### config.mk
export PLATFORM = sky130hd
export DESIGN_NAME = stack_queue_buffer
export DESIGN_NICKNAME = d
export VERILOG_FILES = /design/src/rtl/stack_pkg.sv /design/src/rtl/stack_mem.sv /design/src/rtl/stack_queue_buffer.sv
export SDC_FILE = /design/constraint.sdc
export NUM_CORES = 1
export LEC_CHECK = 0
export BUFFER_PORTS_ARGS = -buffer_cell sky130_fd_sc_hd__buf_2
export CELL_PAD_IN_SITES_DETAIL_PLACEMENT = 1
export CELL_PAD_IN_SITES_GLOBAL_PLACEMENT = 1
export CORE_MARGIN = 2
export CORE_UTILIZATION = 35
export CTS_CLUSTER_DIAMETER = 40
export DETAILED_ROUTE_END_ITERATION = 16
export PLACE_DENSITY = 0.59
export SYNTH_ARGS = -nofsm -noshare
export SYNTH_HDL_FRONTEND = slang
export SYNTH_SLANG_ARGS = --single-unit
export TNS_END_PERCENT = 10
### constraint.sdc
create_clock -name clock -period 3.6 [get_ports clock]
set_clock_uncertainty 0.2 [all_clocks]
set_input_delay 0.72 -clock clock [delete_from_list [all_inputs] [get_ports clock]]
set_output_delay 0.72 -clock clock [all_outputs]
set_load 0.02 [all_outputs]
### src/rtl/stack_pkg.sv
`default_nettype none
// ============================================================================
//  Module      : stack_pkg
//  Description : Shared types, default sizing and helpers for the
//                stack/queue buffer (LIFO/FIFO run-time selectable).
//  Revision    : 1.0 - initial release
// ============================================================================
package stack_pkg;

    // Operating mode of the buffer
    typedef enum logic {
        MODE_LIFO = 1'b0,
        MODE_FIFO = 1'b1
    } mode_e;

    // Default geometry
    localparam int C_DEF_DATA_COUNT         = 8;
    localparam int C_DEF_DATA_WIDTH         = 16;
    localparam int C_DEF_ALMOST_FULL_LEVEL  = 6;
    localparam int C_DEF_ALMOST_EMPTY_LEVEL = 2;

    // Width needed to hold an occupancy value in the range 0..n
    function automatic int count_width(input int n);
        return $clog2(n + 1);
    endfunction

endpackage : stack_pkg
`default_nettype wire

### src/rtl/stack_mem.sv
`default_nettype none
// ============================================================================
//  Module      : stack_mem
//  Description : One-write / one-read register array with a registered
//                (synchronous) read port. A read and a write to the same
//                address in the same cycle returns the old contents.
//  Revision    : 1.0 - initial release
// ============================================================================
module stack_mem #(
    parameter int DATA_COUNT = 8,
    parameter int DATA_WIDTH = 16,
    parameter int ADDR_WIDTH = 3
) (
    input  logic                  clock,
    input  logic                  reset_n,
    input  logic                  wr_en,
    input  logic [ADDR_WIDTH-1:0] wr_addr,
    input  logic [DATA_WIDTH-1:0] wr_data,
    input  logic                  rd_en,
    input  logic [ADDR_WIDTH-1:0] rd_addr,
    output logic [DATA_WIDTH-1:0] rd_data
);

    logic [DATA_WIDTH-1:0] r_mem [DATA_COUNT];
    logic [DATA_WIDTH-1:0] r_rd_data;

    // Storage write; contents are deliberately left unreset
    always_ff @(posedge clock) begin
        if (wr_en) begin
            r_mem[wr_addr] <= wr_data;
        end
    end

    // Registered read data, held until the next read
    always_ff @(posedge clock or negedge reset_n) begin
        if (!reset_n) begin
            r_rd_data <= '0;
        end else if (rd_en) begin
            r_rd_data <= r_mem[rd_addr];
        end
    end

    assign rd_data = r_rd_data;

endmodule : stack_mem
`default_nettype wire

### src/rtl/stack_queue_buffer.sv
`default_nettype none
// ============================================================================
//  Module      : stack_queue_buffer
//  Description : Parametrised LIFO/FIFO buffer, mode chosen at run time
//                (changes only take effect while empty and not pushing).
//                Simultaneous push/pop, occupancy count, overflow and
//                underflow pulses. Optional watermark flags are built when
//                the macro STACK_WATERMARK_EN is defined.
//  Revision    : 1.0 - initial release
// ============================================================================
module stack_queue_buffer
    import stack_pkg::*;
#(
    parameter int DATA_COUNT = C_DEF_DATA_COUNT,
    parameter int DATA_WIDTH = C_DEF_DATA_WIDTH
`ifdef STACK_WATERMARK_EN
    ,
    parameter int ALMOST_FULL_LEVEL  = C_DEF_ALMOST_FULL_LEVEL,
    parameter int ALMOST_EMPTY_LEVEL = C_DEF_ALMOST_EMPTY_LEVEL
`endif
) (
    input  logic                                  clock,
    input  logic                                  reset_n,
    input  logic                                  mode,
    input  logic                                  push,
    input  logic                                  pop,
    input  logic [DATA_WIDTH-1:0]                 data_in,
    output logic [DATA_WIDTH-1:0]                 data_out,
    output logic                                  out_valid,
    output logic [count_width(DATA_COUNT)-1:0]    count,
    output logic                                  empty,
    output logic                                  full,
    output logic                                  overflow,
    output logic                                  underflow,
    output logic                                  active_mode
`ifdef STACK_WATERMARK_EN
    ,
    output logic                                  almost_full,
    output logic                                  almost_empty
`endif
);

    localparam int CW = count_width(DATA_COUNT);
    localparam int AW = $clog2(DATA_COUNT);

    localparam logic [CW-1:0] c_count_max = CW'(DATA_COUNT);
    localparam logic [AW-1:0] c_ptr_last  = AW'(DATA_COUNT - 1);

    logic [CW-1:0] r_count;
    logic [AW-1:0] r_wr_ptr;
    logic [AW-1:0] r_rd_ptr;
    mode_e         r_active_mode;
    logic          r_out_valid;
    logic          r_overflow;
    logic          r_underflow;

    logic          w_empty;
    logic          w_full;
    logic          w_pop_ok;
    logic          w_push_ok;
    logic [CW-1:0] w_count_next;
    logic [AW-1:0] w_top_addr;
    logic [AW-1:0] w_wr_addr;
    logic [AW-1:0] w_rd_addr;
    logic [AW-1:0] w_wr_ptr_inc;
    logic [AW-1:0] w_rd_ptr_inc;

    assign w_empty = (r_count == '0);
    assign w_full  = (r_count == c_count_max);

    // A pop on an empty buffer is never honoured; a push into a full one
    // only goes through when a pop frees a slot in the same cycle.
    assign w_pop_ok  = pop && !w_empty;
    assign w_push_ok = push && (!w_full || w_pop_ok);

    // Top-of-stack index; only consumed when count > 0
    assign w_top_addr = AW'(r_count - CW'(1));

    assign w_wr_ptr_inc = (r_wr_ptr == c_ptr_last) ? '0 : r_wr_ptr + AW'(1);
    assign w_rd_ptr_inc = (r_rd_ptr == c_ptr_last) ? '0 : r_rd_ptr + AW'(1);

    // Address selection: LIFO works off the count, FIFO off the pointers.
    // In LIFO push+pop the popped top slot is overwritten in place.
    always_comb begin
        w_wr_addr = r_wr_ptr;
        w_rd_addr = r_rd_ptr;
        if (r_active_mode == MODE_LIFO) begin
            w_rd_addr = w_top_addr;
            w_wr_addr = w_pop_ok ? w_top_addr : AW'(r_count);
        end
    end

    // Next occupancy from the accepted request pair
    always_comb begin
        w_count_next = r_count;
        case ({w_push_ok, w_pop_ok})
            2'b10:   w_count_next = r_count + CW'(1);
            2'b01:   w_count_next = r_count - CW'(1);
            default: w_count_next = r_count;
        endcase
    end

    // Occupancy, pointers, mode and status pulses
    always_ff @(posedge clock or negedge reset_n) begin
        if (!reset_n) begin
            r_count       <= '0;
            r_wr_ptr      <= '0;
            r_rd_ptr      <= '0;
            r_active_mode <= MODE_LIFO;
            r_out_valid   <= 1'b0;
            r_overflow    <= 1'b0;
            r_underflow   <= 1'b0;
        end else begin
            r_count     <= w_count_next;
            r_out_valid <= w_pop_ok;
            r_overflow  <= push && !w_push_ok;
            r_underflow <= pop && w_empty;
            if (w_empty && !push) begin
                r_active_mode <= mode_e'(mode);
            end
            if (r_active_mode == MODE_FIFO) begin
                if (w_push_ok) begin
                    r_wr_ptr <= w_wr_ptr_inc;
                end
                if (w_pop_ok) begin
                    r_rd_ptr <= w_rd_ptr_inc;
                end
            end
        end
    end

    stack_mem #(
        .DATA_COUNT (DATA_COUNT),
        .DATA_WIDTH (DATA_WIDTH),
        .ADDR_WIDTH (AW)
    ) u_mem (
        .clock   (clock),
        .reset_n (reset_n),
        .wr_en   (w_push_ok),
        .wr_addr (w_wr_addr),
        .wr_data (data_in),
        .rd_en   (w_pop_ok),
        .rd_addr (w_rd_addr),
        .rd_data (data_out)
    );

`ifdef STACK_WATERMARK_EN
    localparam logic [CW-1:0] c_af_level = CW'(ALMOST_FULL_LEVEL);
    localparam logic [CW-1:0] c_ae_level = CW'(ALMOST_EMPTY_LEVEL);

    logic r_almost_full;
    logic r_almost_empty;

    // Watermarks track the count being loaded on the same edge
    always_ff @(posedge clock or negedge reset_n) begin
        if (!reset_n) begin
            r_almost_full  <= 1'b0;
            r_almost_empty <= 1'b1;
        end else begin
            r_almost_full  <= (w_count_next >= c_af_level);
            r_almost_empty <= (w_count_next <= c_ae_level);
        end
    end

    assign almost_full  = r_almost_full;
    assign almost_empty = r_almost_empty;
`endif

    assign count       = r_count;
    assign empty       = w_empty;
    assign full        = w_full;
    assign out_valid   = r_out_valid;
    assign overflow    = r_overflow;
    assign underflow   = r_underflow;
    assign active_mode = r_active_mode;

endmodule : stack_queue_buffer
`default_nettype wire

== After elaboration in Yosys (flattened, before gate mapping) ==
Memory sizes are Yosys's and may differ from the RTL's. A register that Yosys moved wholly into a read port is not among the register bits.
Index checks and enable logic that the tools add are counted.
W data, S select, Z words.

* $add $sub $neg: 4
* Eq/ne operators: 5
* Multiplexer cells: 8
* Reductions and logical operators: 15

{| class="wikitable"
|+ Operators with widths
! cell !! number
|-
| $mux W3 || 5
|-
| $pmux W4 S2 || 1
|-
| $add A3 B1 Y3 const B || 2
|-
| $eq A3 B3 Y1 const B || 2
|-
| $logic_and A1 B1 Y1 || 5
|-
| $logic_not A1 Y1 || 5
|-
| $add A4 B1 Y4 const B || 1
|-
| $eq A4 B4 Y1 const B || 1
|-
| $logic_not A4 Y1 || 1
|-
| $reduce_and A2 Y1 || 2
|-
| $sub A4 B1 Y4 const B || 1
|-
| $eq A2 B1 Y1 const B || 1
|-
| $eq A2 B2 Y1 const B || 1
|-
| $mux W1 || 2
|-
| $reduce_bool A2 Y1 || 1
|-
| $logic_or A1 B1 Y1 || 1
|}

* Register bits after elaboration: 14
* RAM bits: 128
* Output and inout port bits: 26
* Memories: 1

{| class="wikitable"
|+ Memories
! memory !! depth !! bits a word !! read ports !! clocked after memory_dff !! wr ports !! line !! text
|-
| u_mem.r_mem || 8 || 16 || 1 || 1 || 1 || stack_mem.sv:24 || <nowiki>logic [DATA_WIDTH-1:0] r_mem [DATA_COUNT];</nowiki>
|}

== Logic depth before layout (Yosys ltp) ==
* Depth in word-level cells: 7
* Mapped depth: 11

== Modules after synthesis ==
From an unflattened synthesis, not the netlist that was laid out.

* Cell total of the unflattened synthesis: 403
* Area, all modules: 6493.7 µm²

{| class="wikitable"
|+ By module, submodules not included
! module !! instances !! cells each !! area an instance (µm²)
|-
| stack_mem || 1 || 325 || 5652.9
|-
| stack_queue_buffer || 1 || 78 || 840.8
|}

== Worst setup path after synthesis ==
Ideal clock, no wire load.

* Path kind: reg-to-reg
* Start point: reg r_count[0], in the netlist count[0]
* End point: mem u_mem.r_mem[0][0], enable pin
* Setup time: 388 ps
* Arrival: 2979 ps
* Path slack: 32 ps
* Cell stages (with the launch flop): 12
* Path buffers: 3
* Clock period less this slack: 3568 ps
* Path through: dfrtp_1 inv_1 clkbuf_1 ha_1 buf_4 or3b_1 buf_2 nand2_2 inv_2 a221oi_2 nand2_1 nor2_1

* Longest elaborated chain between the ends: 7

{| class="wikitable"
|+ RTL lines
! item !! line !! text
|-
| start, declared || stack_queue_buffer.sv:49 || <nowiki>logic [CW-1:0] r_count;</nowiki>
|-
| start signal, assigned || stack_queue_buffer.sv:114 || <nowiki>r_count <= w_count_next;</nowiki>
|-
| $logic_not A4 Y1 * || stack_queue_buffer.sv:68 || <nowiki>assign w_empty = (r_count == '0);</nowiki>
|-
| $logic_not A1 Y1 * || stack_queue_buffer.sv:73 || <nowiki>assign w_pop_ok = pop && !w_empty;</nowiki>
|-
| $logic_and A1 B1 Y1 * || stack_queue_buffer.sv:73 ||
|-
| net u_mem.rd_en || stack_mem.sv:19 || <nowiki>input logic rd_en,</nowiki>
|-
| $logic_or A1 B1 Y1 || stack_queue_buffer.sv:74 || <nowiki>assign w_push_ok = push && (!w_full || w_pop_ok);</nowiki>
|-
| $logic_and A1 B1 Y1 || stack_queue_buffer.sv:74 ||
|-
| $mux W1 || stack_mem.sv:29 || <nowiki>if (wr_en) begin</nowiki>
|-
| $mux W1 (implied by the code) || stack_mem.sv:30 || <nowiki>r_mem[wr_addr] <= wr_data;</nowiki>
|-
| end, declared || stack_mem.sv:24 ||
|}

The timed path passes the listed nets; every way through them passes the cells marked *.

== Worst setup path after layout ==
* Start point: reg r_count[1], in the netlist count[1]
* End point: mem u_mem.r_mem[1][9], enable pin

Same word-level chain as after synthesis.

==> results_dict.tcl <==
set metrics [dict create \
    status "complete, no violations" \
    dpl_cell_area_mm2 0.007284 \
    cp.arrival_ns 2.90 \
    viasPerCell 5.618 \
    reg2reg_slack_ns 0.61 \
    die-area_mm2 0.02029 \
    yosysSeqAreaShare 0.6847 \
    clk_pin_slew_ns 0.06 \
    num_io_pins 47 \
    layout-drive-gt1-share 0.2669 \
    synth_seq_cells 158 \
    maxCapViolations 0 \
    drt_iter0_drc 255 \
    diodes 0 \
    drc 0 \
    rsz0062_at_grt "false" \
    min_path_type "input pin to async pin" \
    htree_levels 4 \
    dp_hpwl_mm 10.81 \
    syn_inst 443 \
    core_area_mm2 0.01877 \
    finalSetupViolations 0 \
    fp.dieH_um 142.5 \
    p_leak_nw 2.776 \
    hold_viol 0 \
    synth_area_leaders "edfxtp_1, dfrtp_1, mux4_2" \
    synth_ff_type "edfxtp_1" \
    fmax_ghz 0.3349 \
    grt_pass1_vias 4550 \
    synthAdderAreaFrac 0.01119 \
    wl_per_cell_um 22.69 \
    clock_latency_ns 0.43 \
    grt_pass1_wl_mm 26.84 \
    synthToLayoutAreaGrowth_pct 16.58 \
    netlist.area_leader.share 0.5728 \
    cts_setup_buffers 0 \
    postLayoutCellArea_mm2 0.007823 \
    endpoint_kind "flop" \
    synth_simple_gate_area_frac 0.05930 \
    yosys_warnings 0 \
    clock_path_buffers 2 \
    tns_ns 0 \
    async_flop_share 0.1899 \
    synth_top_family_by_area "compound AO/OA/AOI/OAI gates" \
    worstPathRequired_ns 3.51 \
    critPathMaxFanout 16 \
    numPortBuffers 46 \
    synth.area.mux_share 0.06209 \
    antenna_left 0 \
    worst_pin_slew_ns 0.8202 \
    synth_compound_area_frac 0.1505 \
    synth_edf_count 128 \
    dieWidth_um 142.5 \
    numCtsBuffers 17 \
    synth_fp_nets 470 \
    via_count 4219 \
    rows 50 \
    synth_xor_area_frac 0.002610 \
    gp_congestion 0.7942 \
    finalCritPeriodShare 0.8296 \
    antenna_found_initial 0 \
    finalWirelength_mm 17.04 \
    cts_tree "done" \
    yosys.area.top_type "edfxtp_1" \
    cts.repair.resized 0 \
    ir_drop_v 0.0003738 \
    track_usage 0.1822 \
    syn-cell-area_mm2 0.006710 \
    cts_sinks 158 \
    cts_root_buf "clkbuf_16" \
    cp-start-kind "flop" \
    period_minus_slack_ns 2.986 \
    crit_type "flop to flop" \
    grt_max_degree 35 \
    synth.distinct_cells 50 \
    nets 531 \
    pwr_density_cell_mw_per_mm2 972.1 \
    grt_overflow 0 \
    dr.pass1.iters 4 \
    initial_core_util 0.3575 \
    cts_hold_buf 0 \
    synth.avg_cell_area_um2 15.15 \
    slew_headroom 0.4532 \
    finalMaxSlewViolations 0 \
]
-- layout make-up --
cell class	count	area [µm²]
Tap cell	234	292.8
Sequential cell	158	4594
Clock buffer	17	425.4
Multi-Input combinational cell	246	1922
Inverter	8	30.03
Timing Repair Buffer	73	445.4
Fill cell	1912	10950
Clock inverter	15	112.6
-- report_power, final --
group	internal (mW)	switching, mW
clock network	0.890	0.757
registers	2.50	0.278
logic	1.23	1.95
-- path summary, 6_finish.rpt --
check / start / to / cells after the start
min reg2reg: u_mem.rd_data[2] / u_mem.rd_data[2] / 1
min: reset_n / r_rd_ptr[2] / 1
max: count[1] / u_mem.r_mem[1][9] / 10
min in group clock: mode / active_mode / 3
max in group asynchronous: reset_n / u_mem.rd_data[12] / 1
max reg2reg: count[1] / u_mem.r_mem[1][9] / 10
-- worst max-delay path, cell delays in order (launching register included) --
cell	delay, ns
dfrtp_1	0.45
inv_1	0.12
ha_1	0.15
buf_4	0.17
or3b_1	0.49
nand2_2	0.13
inv_2	0.07
a221oi_2	0.36
nand2_1	0.14
nor2_1	0.12
buf_4	0.27
-- logic make-up (layout without fill, tap and decap cells) --
family	count (synthesis)	after routing
muxes	20	20
adders and majority gates	6	6
DFF	158	158
and+or+nand+nor	78	78
xor gates and xnor gates	2	2
AOI/OAI and AO/OA	140	140
buffers and inverters	39	113
-- routing by layer --
metal,part of all wire,track usage,vias up
met2,0.50,0.3001,110
li1,-,-,1888
met1,0.43,0.2321,2186
met3,0.039,0.03230,35
met4,0.031,0.09171,0
met5,0,0,-
-- cell usage after synthesis, drive strengths merged, types with 4 or more instances --
| library cell | number |
|---|---|
| mux2 | 4 |
| clkbuf | 13 |
| buf | 18 |
| o31ai | 17 |
| mux4 | 16 |
| ha | 6 |
| a221o | 17 |
| o211ai | 15 |
| edfxtp | 128 |
| a31oi | 15 |
| nor2 | 30 |
| inv | 8 |
| a21oi | 5 |
| o21ai | 39 |
| nor2b | 18 |
| o22ai | 17 |
| nor3 | 4 |
| nand2b | 5 |
| nand2 | 12 |
| dfrtp | 30 |
-- flip-flops by register name, indices dropped and copies added, names as in the netlist --
register,count
active_mode,1
u_mem.r_mem,128
r_rd_ptr,3
r_wr_ptr,3
overflow,1
count,4
out_valid,1
u_mem.rd_data,16
underflow,1
-- layout by cell type, fill, tap and decap left out, types with 3 or more instances in the layout --
cell / netlist / routed
buf_4: 5 / 26
o21ai_0: 34 / 34
clkinv_4: 0 / 3
nor2b_1: 18 / 18
inv_1: 6 / 6
nand2_1: 10 / 10
nor2_1: 30 / 28
o21ai_1: 4 / 4
inv_6: 0 / 5
clkbuf_16: 0 / 17
buf_2: 9 / 46
nand2b_1: 4 / 4
mux2_2: 4 / 4
o31ai_1: 17 / 17
a221o_1: 17 / 17
mux4_2: 13 / 13
dfrtp_1: 30 / 30
mux4_1: 3 / 3
nor3_1: 4 / 4
o22ai_1: 17 / 17
edfxtp_1: 128 / 128
ha_1: 6 / 6
a31oi_1: 15 / 15
a21oi_1: 5 / 5
clkinv_2: 0 / 4
o211ai_1: 15 / 15
-- stage by stage --
step | util | power (mW) | std cells | hold WS (ns) | setup slack (ns)
detailed placement | 0.3881 | 6.009 | 719 | 0.2994 | 0.5874
global placement | 0.3881 | 5.877 | 719 | 0.2969 | 0.7438
CTS | 0.4168 | 7.684 | 751 | 0.2187 | 0.5756
finish | 0.4168 | 7.604 | 751 | 0.1843 | 0.6136
global route | 0.4168 | 8.081 | 751 | 0.2479 | 0.3582
floorplan | - | 4.917 | 443 | 0.2244 | 0.03226
No activity file was read; power rests on OpenSTA's default activity.
